File: src/rtl/juego_pkg.sv
// Shared types and constants for the 2048 move datapath.
// Combinational helpers only; no state lives here.
// Used by the merge stage and its column sub-module.
package juego_pkg;

  localparam int N = 4;

  typedef logic [11:0] casilla_t;
  typedef casilla_t tablero_t [0:3][0:3];

  localparam casilla_t CASILLA_MAX = 12'd2048;

  typedef enum logic [1:0] {
    IDLE,
    CARGA,
    FUSION,
    FIN
  } estado_fusion_t;

  // Two adjacent tiles merge when non-empty, equal and below the winning value
  function automatic logic se_funden(input casilla_t x, input casilla_t y);
    return (x != '0) && (x == y) && (x != CASILLA_MAX);
  endfunction

  // Merge result: twice the face value (never overflows since 2048 never merges)
  function automatic casilla_t doble(input casilla_t x);
    return {x[10:0], 1'b0};
  endfunction

  // Zero-extend a tile value to the score width
  function automatic logic [15:0] a_puntos(input casilla_t x);
    return {4'b0000, x};
  endfunction

endpackage

File: src/rtl/fusion_columna.sv
// Merges one compacted column top-down and re-packs it toward row 0.
// Purely combinational, zero latency.
// No flow control; the caller muxes the column in and out.
module fusion_columna
  import juego_pkg::*;
(
  input  casilla_t    i_a0,
  input  casilla_t    i_a1,
  input  casilla_t    i_a2,
  input  casilla_t    i_a3,
  output casilla_t    o_r0,
  output casilla_t    o_r1,
  output casilla_t    o_r2,
  output casilla_t    o_r3,
  output logic [15:0] o_puntos,
  output logic        o_gano
);

  logic w_m01, w_m12, w_m23;

  assign w_m01 = se_funden(i_a0, i_a1);
  assign w_m12 = se_funden(i_a1, i_a2);
  assign w_m23 = se_funden(i_a2, i_a3);

  // Pair priority: (0,1) first, then (1,2), then (2,3); a consumed tile cannot merge again
  always_comb begin
    o_r0     = i_a0;
    o_r1     = i_a1;
    o_r2     = i_a2;
    o_r3     = i_a3;
    o_puntos = '0;
    o_gano   = 1'b0;
    if (w_m01) begin
      o_r0     = doble(i_a0);
      o_r3     = '0;
      o_puntos = a_puntos(doble(i_a0));
      o_gano   = (doble(i_a0) == CASILLA_MAX);
      if (w_m23) begin
        o_r1     = doble(i_a2);
        o_r2     = '0;
        o_puntos = a_puntos(doble(i_a0)) + a_puntos(doble(i_a2));
        o_gano   = (doble(i_a0) == CASILLA_MAX) || (doble(i_a2) == CASILLA_MAX);
      end else begin
        o_r1 = i_a2;
        o_r2 = i_a3;
      end
    end else if (w_m12) begin
      o_r1     = doble(i_a1);
      o_r2     = i_a3;
      o_r3     = '0;
      o_puntos = a_puntos(doble(i_a1));
      o_gano   = (doble(i_a1) == CASILLA_MAX);
    end else if (w_m23) begin
      o_r2     = doble(i_a2);
      o_r3     = '0;
      o_puntos = a_puntos(doble(i_a2));
      o_gano   = (doble(i_a2) == CASILLA_MAX);
    end
  end

endmodule

File: src/rtl/fusionar_arriba.sv
// Upward merge stage: merges one column per cycle, reports score, change and win.
// Latency 6 cycles from accepted inicio to the listo pulse.
// inicio is ignored while ocupado; results hold until the next accepted inicio.
module fusionar_arriba #(
  parameter int N     = 4,
  parameter int ANCHO = 12
) (
  input  logic             clk,
  input  logic             rst_n,
  input  logic             inicio,
  input  logic [ANCHO-1:0] matriz_in     [0:N-1][0:N-1],
  input  logic [ANCHO-1:0] matriz_previa [0:N-1][0:N-1],
  output logic [ANCHO-1:0] matriz        [0:N-1][0:N-1],
  output logic [15:0]      puntos,
  output logic             cambio,
  output logic             gano,
  output logic             ocupado,
  output logic             listo
);

  import juego_pkg::*;

  estado_fusion_t r_estado, w_sig;
  tablero_t       r_tablero;
  tablero_t       r_previa;
  logic [1:0]     r_col;
  logic [15:0]    r_puntos;
  logic           r_gano;
  logic           r_cambio;

  casilla_t       w_col_ent [0:3];
  casilla_t       w_col_sal [0:3];
  logic [15:0]    w_col_pts;
  logic           w_col_gano;
  logic           w_dif;

  // Select the column currently being merged
  always_comb begin
    for (int r = 0; r < 4; r++) begin
      w_col_ent[r] = r_tablero[r][r_col];
    end
  end

  fusion_columna u_fusion_columna (
    .i_a0     (w_col_ent[0]),
    .i_a1     (w_col_ent[1]),
    .i_a2     (w_col_ent[2]),
    .i_a3     (w_col_ent[3]),
    .o_r0     (w_col_sal[0]),
    .o_r1     (w_col_sal[1]),
    .o_r2     (w_col_sal[2]),
    .o_r3     (w_col_sal[3]),
    .o_puntos (w_col_pts),
    .o_gano   (w_col_gano)
  );

  // Compare the board as it will look after this column's write against the pre-compaction board
  always_comb begin
    w_dif = 1'b0;
    for (int r = 0; r < 4; r++) begin
      for (int c = 0; c < 4; c++) begin
        if (2'(c) == r_col) begin
          if (w_col_sal[r] != r_previa[r][c]) w_dif = 1'b1;
        end else begin
          if (r_tablero[r][c] != r_previa[r][c]) w_dif = 1'b1;
        end
      end
    end
  end

  // State register
  always_ff @(posedge clk or negedge rst_n) begin
    if (!rst_n) r_estado <= IDLE;
    else        r_estado <= w_sig;
  end

  // Next-state logic
  always_comb begin
    w_sig = r_estado;
    case (r_estado)
      IDLE:    if (inicio) w_sig = CARGA;
      CARGA:   w_sig = FUSION;
      FUSION:  if (r_col == 2'd3) w_sig = FIN;
      FIN:     w_sig = IDLE;
      default: w_sig = IDLE;
    endcase
  end

  // Handshake outputs decoded from state so reset clears them immediately
  always_comb begin
    ocupado = (r_estado != IDLE);
    listo   = (r_estado == FIN);
  end

  // Datapath: capture boards, walk columns, accumulate score and win; cambio settles with the last column
  always_ff @(posedge clk or negedge rst_n) begin
    if (!rst_n) begin
      r_tablero <= '{default: '0};
      r_previa  <= '{default: '0};
      r_col     <= '0;
      r_puntos  <= '0;
      r_gano    <= 1'b0;
      r_cambio  <= 1'b0;
    end else begin
      case (r_estado)
        IDLE: begin
          if (inicio) begin
            r_tablero <= matriz_in;
            r_previa  <= matriz_previa;
          end
        end
        CARGA: begin
          r_col    <= '0;
          r_puntos <= '0;
          r_gano   <= 1'b0;
        end
        FUSION: begin
          for (int r = 0; r < 4; r++) begin
            r_tablero[r][r_col] <= w_col_sal[r];
          end
          r_puntos <= r_puntos + w_col_pts;
          r_gano   <= r_gano | w_col_gano;
          r_col    <= r_col + 2'd1;
          if (r_col == 2'd3) r_cambio <= w_dif;
        end
        default: ;
      endcase
    end
  end

  assign matriz = r_tablero;
  assign puntos = r_puntos;
  assign cambio = r_cambio;
  assign gano   = r_gano;

endmodule

File: config.mk
export PLATFORM = sky130hd
export DESIGN_NAME = fusionar_arriba
export DESIGN_NICKNAME = d
export VERILOG_FILES = /design/src/rtl/juego_pkg.sv /design/src/rtl/fusion_columna.sv /design/src/rtl/fusionar_arriba.sv
export SDC_FILE = /design/constraint.sdc
export NUM_CORES = 1
export LEC_CHECK = 0
export BUFFER_PORTS_ARGS = -buffer_cell sky130_fd_sc_hd__buf_2
export CORE_MARGIN = 2
export CORE_UTILIZATION = 30
export DETAILED_ROUTE_END_ITERATION = 8
export GPL_ROUTABILITY_DRIVEN = 0
export PLACE_DENSITY = 0.47
export SETUP_SLACK_MARGIN = 0.15
export SYNTH_ARGS = -nofsm -noshare
export SYNTH_HDL_FRONTEND = slang
export SYNTH_SLANG_ARGS = --single-unit
File: constraint.sdc
create_clock -name clk -period 14.6 [get_ports clk]
set_input_delay 2.92 -clock clk [delete_from_list [all_inputs] [get_ports clk]]
set_output_delay 2.92 -clock clk [all_outputs]
set_load 0.02 [all_outputs]
* Yosys cells after proc, flatten, opt, wreduce, memory -nomap -nowiden
Index checks and enable logic that the tools add are counted.
Word-level totals: register bits 406, output and inout bits 212
Cells by class: reduce and logical (&&, ||, !) cells 20, add/sub/neg operators 3, mux-type cells 91, bitwise operators 2, equality and inequality tests 50, order comparisons 2
Operators by type and width (number):
- != test 12 bit | 32
- case mux 192 bit (2 select lines) | 1
- 2-to-1 mux 12 bit | 19
- bitwise mux 48 bit | 4
- 2-to-1 mux 192 bit | 1
- binary-select mux 12 bit (select 2 bit) | 4
- 2-to-1 mux 1 bit | 52
- 2-to-1 mux 16 bit | 3
- == test 12 bit | 3
- != test 12 bit (second input constant) | 3
- nonzero test 12 bit | 3
- == test 11 bit (second input constant) | 3
- case mux 16 bit (2 select lines) | 1
- demux 12 bit (select 2 bit) | 1
- adder 16 bit | 1
- adder 12 x 12 -> 13 bit | 1
- case mux 2 bit (4 select lines) | 1
- AND reduction 2 bit | 4
- logical AND 1 bit | 7
- == test 2 bit (second input constant) | 3
- nonzero test 2 bit | 3
- == test 2 bit (first input constant) | 2
- zero test 2 bit | 2
- 2-to-1 mux 2 bit | 2
- other kinds (11) | 12

* Depth between registers and ports, before layout
depth after elaboration 41, mapped depth 31, mapped depth without buffers 24

* By module
A second synthesis with hierarchy kept.
Second synthesis, totals: cell total of the unflattened synthesis 2526, area total of the unflattened synthesis 25195.4 um2
By module, submodules not included:
- fusionar_arriba | area an instance 22955.8 um2, cells an instance 2204, instances 1
- fusion_columna | area an instance 2239.6 um2, cells an instance 322, instances 1

* Least setup slack after synthesis
No wires, ideal clock.
kind flip-flop to flip-flop, from register r_col[0], to register r_puntos[15], in the netlist puntos[15], cell stages (with the launch flop) 32, setup slack 8146 ps, clock period less this slack 6454 ps, library setup time 124 ps, path buffers 8, arrival 6331 ps, cells stage by stage dfrtp_1 -> buf_2 -> buf_6 -> buf_4 -> mux4_2 -> buf_2 -> xnor2_1 -> nand4_1 -> nor3_1 -> and2_1 -> buf_2 -> buf_1 -> buf_1 -> clkbuf_1 -> nand2_1 -> o21ai_0 -> ha_1 -> inv_1 -> fa_1 -> nor2b_1 -> o21ai_0 -> a21boi_0 -> o21ai_0 -> a21boi_0 -> o21ai_0 -> a21boi_0 -> o21ai_0 -> a21boi_0 -> o21ai_0 -> a211oi_1 -> xnor2_1 -> nor2_1
Between the ends: word-level cells in the longest chain between the ends 12, elaborated cells between the ends (all ways) 35
Ends and longest elaborated chain:
- start: declaration | RTL line fusionar_arriba.sv:26 | logic [1:0] r_col;
- start signal: assignment | RTL line fusionar_arriba.sv:123 | r_col <= r_col + 2'd1;
- inverter 2 -> 3 bit (implied by the code) * | RTL line fusionar_arriba.sv:40 | w_col_ent[r] = r_tablero[r][r_col];
- parallel branches: the longest is 8 deep, another holds adder 12 x 12 -> 13 bit
- 2-to-1 mux 16 bit * | RTL line fusion_columna.sv:33 | if (w_m01) begin
- adder 16 bit * | RTL line fusionar_arriba.sv:121 | r_puntos <= r_puntos + w_col_pts;
- case mux 16 bit (2 select lines) * | RTL line fusionar_arriba.sv:105 | case (r_estado)
- end signal: assignment | RTL line fusionar_arriba.sv:121
- end: declaration | RTL line fusionar_arriba.sv:27 | logic [15:0] r_puntos;
Mark *: on every way between the ends. The select of a mux whose other input is x is not followed. A chain may end at the register's enable or synchronous reset.

* Final worst setup path
Same ends and word-level chain as after synthesis.

==> reports/metrics.csv <==
stage,metric,value,unit
run_status,outcome,"finished, final reports clean",
cells_and_area,n_fill_cell,9050,
yosys,synthDistinctLibCells,84,
route,postRouteAntennaNets,0,
route,drc,0,
setup_path,critPathBufInv,2,
route,wl_per_cell,36.2,µm
yosys,yosysTopAreaCell,dfrtp_1,
route,vias,27600,
yosys,syn_area_per_cell,9.48,µm²
global_routing,grt_max_degree,153,
floorplanning,die_area,0.0893,mm²
setup_path,cp.depth,24,
yosys,yosysTopAreaCellShare,38.9,%
yosys,syn_inst,2749,
setup_path,reg2reg_depth,24,
yosys,synth_area_leaders,"dfrtp_1 (39%), mux2_2 (9.1%), a21oi_1 (5.8%)",
route,drtIter0Drc,4431,
setup_path,cp_top_family,compound AO/OA/AOI/OAI gates,
global_routing,antenna_found_initial,23,
sta,hold_ws,0.511,ns
yosys,synth_edf_count,0,
sta,period_share,51.5,%
sta,finalSetupViolations,0,
cells_and_area,area_growth,22.9,%
placement,hpwlAfterDp,123,mm
setup_path,crit_end,puntos[15],
floorplanning,num_io_pins,599,
worst_hold_path,min_from,r_previa[103],
route,viasPerCell,6.17,
power,ir_drop,0.000132,V
floorplanning,die_y,299,µm
yosys,seq_area_frac_synth,38.9,%
setup_path,cpMostUsedCell,o21ai_0,
sta,fmax,0.133,GHz
placement,dp_slack,7.21,ns
cells_and_area,nets,3684,
clock_network,hold_buffers,0,
placement,dp_cells,4369,
cells_and_area,final_common_cell,buf_2,
clock_network,cts-buffers-inserted,49,
global_routing,grt_use_total,35.2,%
yosys,netlist_area,0.0261,mm²
route,drt-total-wl,162,mm
setup_path,critPathKind,register to register,
floorplanning,start_util,30.1,%
sta,final_max_slew_viol_count,0,
setup_path,critPathLaunch,r_col[0],
global_routing,grt_pass1_vias,26400,
sta,fin_crit,7.51,ns
sta,max_slew.worst_pin.slew,1.40,ns
sta,timing.final.ws_setup,7.09,ns
setup_path,cp.required,15.09,ns
global_routing,grt_pass1_wl,220,mm
clock_network,cts_resized,0,
setup_path,r2r-start,r_col[0],
sta,finalHoldViolCount,0,
worst_hold_path,hp-class,register to register,
yosys,async_flop_share,100,%
setup_path,crit_fanout,34,
global_routing,grt_overflow,0,
cells_and_area,instances_no_fill,4474,
power,p_leak,13.5,nW
floorplanning,core-area,0.0865,mm²
route,first_pass_iters,7,
clock_network,clock_latency,0.63,ns
setup_path,regToRegEndpoint,puntos[15],
floorplanning,die_x,299,µm
placement,io_buffers,597,
floorplanning,num_rows,108,
sta,fin_setup_tns,0,ns
setup_path,critPathCaptureType,register,
clock_network,h-tree-depth,2,
run,drv_cap,0,
worst_hold_path,min_path_cells,1,
clock_network,root_buffer,clkbuf_16,
sta,rsz0062_at_grt,false,
setup_path,cp.arrival,8.01,ns
power,power,0.0109,W
setup_path,slowest_delay,0.77,ns
yosys,synth-warning-count,0,
clock_network,cts_tree,yes,
clock_network,clock_path_buffers,3,
cells_and_area,drive_above_1_share,31.4,%
setup_path,slowest_stage,mux4_2,
clock_network,cts_sinks,405,
yosys,synth_seq_cells,405,
yosys,synth_nets,3168,
cells_and_area,layout_common_cells,"buf_2 (596), dfrtp_1 (403), a21oi_1 (301)",
clock_network,clkTransAtPathRegs,0.06,ns
sta,slew_headroom,5.77,%
power,p_per_area,340,mW/mm²
clock_network,post_cts_buffers,0,
setup_path,reg2reg_slack,7.09,ns
sta,worst_clock_skew,0.0369,ns
yosys,synth_ff_type,dfrtp_1,
setup_path,crit_chain,buf_4 -> mux4_2 -> xor2_1 -> nor4_1 -> and3_1 -> and2_1 -> a22oi_1 -> o21ai_0 -> ha_1 -> inv_1 -> fa_1 -> nor2b_1 -> o21ai_0 -> a21boi_0 -> o21ai_0 -> a21boi_0 -> o21ai_0 -> a21boi_0 -> o21ai_0 -> a21boi_0 -> o21ai_0 -> a211oi_1 -> xnor2_1 -> nor2_1,
setup_path,critPathLaunchType,register,
==> metal layers <==
layer	wire, µm	share of wire, %	track usage (%)	vias to the layer above
met2	70500	43	53.2	2148
met1	59700	37	43.0	13700
met3	19700	12	12.8	631
met5	135	0.083	0	-
met4	12200	7.5	20.9	20
li1	-	-	-	11100
==> flip-flops by register name, summed over array words and instances (netlist names) <==
| register | count |
|---|---|
| r_previa | 192 |
| r_col | 2 |
| puntos | 15 |
| gano | 1 |
| r_estado | 2 |
| cambio | 1 |
| matriz | 192 |
==> cell type report <==
class | instances | area (µm²) | area share (%)
Antenna cell | 14 | 35.0 | 0.109
Clock buffer | 67 | 1410 | 4.38
Clock inverter | 24 | 275 | 0.859
Inverter | 123 | 467 | 1.46
Multi-Input combinational cell | 2024 | 14800 | 46.1
Sequential cell | 405 | 10100 | 31.6
Tap cell | 1155 | 1450 | 4.51
Timing Repair Buffer | 662 | 3500 | 10.9
==> stage by stage <==
step | utilization, % | cell area, µm²
detailed placement | 35.1 | 30300
global route | 37.0 | 32000
global placement | 35.1 | 30300
floorplan | - | 26100
finish | 37.1 | 32100
CTS | 37.0 | 32000
==> worst min path at each step <==
stage	slack, ns	to
floorplan	0.48	r_previa[103]
global placement	0.49	r_previa[86]
detailed placement	0.50	r_previa[182]
CTS	0.51	r_previa[182]
global route	0.53	r_previa[103]
finish	0.51	r_previa[103]
==> synth_stat cells (all sizes together), types with 7 or more instances <==
master   count
mux2i       54
a2bb2oi      8
buf         41
a22oi      131
a221oi      23
o2bb2ai     12
o21a        21
ha          30
a21oi      304
a21boi       7
o221ai      25
xnor2      142
nand4       24
nor2       291
a22o         7
inv        122
o22ai       35
a211oi      14
o21ai       87
o2111ai     13
xor2        99
nand2b       8
nor2b       19
o211ai       8
nor3        33
nor3b        7
nand2      132
nor4        31
clkbuf     156
o32ai       15
a32oi        9
dfrtp      405
mux4        48
a2111oi     13
mux2       212
a21o         9
or4          9
a31oi       24
nand3       33
and3        17
==> worst register-to-register path, stage by stage (launching register included) <==
cell and delay (ns):
dfrtp_4 0.70, buf_4 0.69, mux4_2 0.79, xor2_1 0.23
nor4_1 0.51, and3_1 0.60, and2_1 0.49, a22oi_1 0.15
o21ai_0 0.24, ha_1 0.22, inv_1 0.06, fa_1 0.41
nor2b_1 0.15, o21ai_0 0.12, a21boi_0 0.24, o21ai_0 0.13
a21boi_0 0.24, o21ai_0 0.14, a21boi_0 0.25, o21ai_0 0.13
a21boi_0 0.26, o21ai_0 0.15, a211oi_1 0.30, xnor2_1 0.15
nor2_1 0.05
==> power by group <==
part	switching (W)	total, W	internal [W]
Clock	0.000548	0.00130	0.000750
Combinational	0.00438	0.00657	0.00219
Sequential	0.00134	0.00303	0.00168
Total	0.00627	0.0109	0.00462
==> kinds of logic after synthesis <==
logic type      Yosys count  synth area share (%)
compound gates          809                  20.2
xor+xnor                241                  8.10
fa+ha+maj                32                  1.59
buf+inv                 320                  4.86
flops                   405                  38.9
mux                     314                  15.4
other cells               1                0.0144
simple gates            627                  11.0
Note: power is estimated with default switching activity, not from simulation.
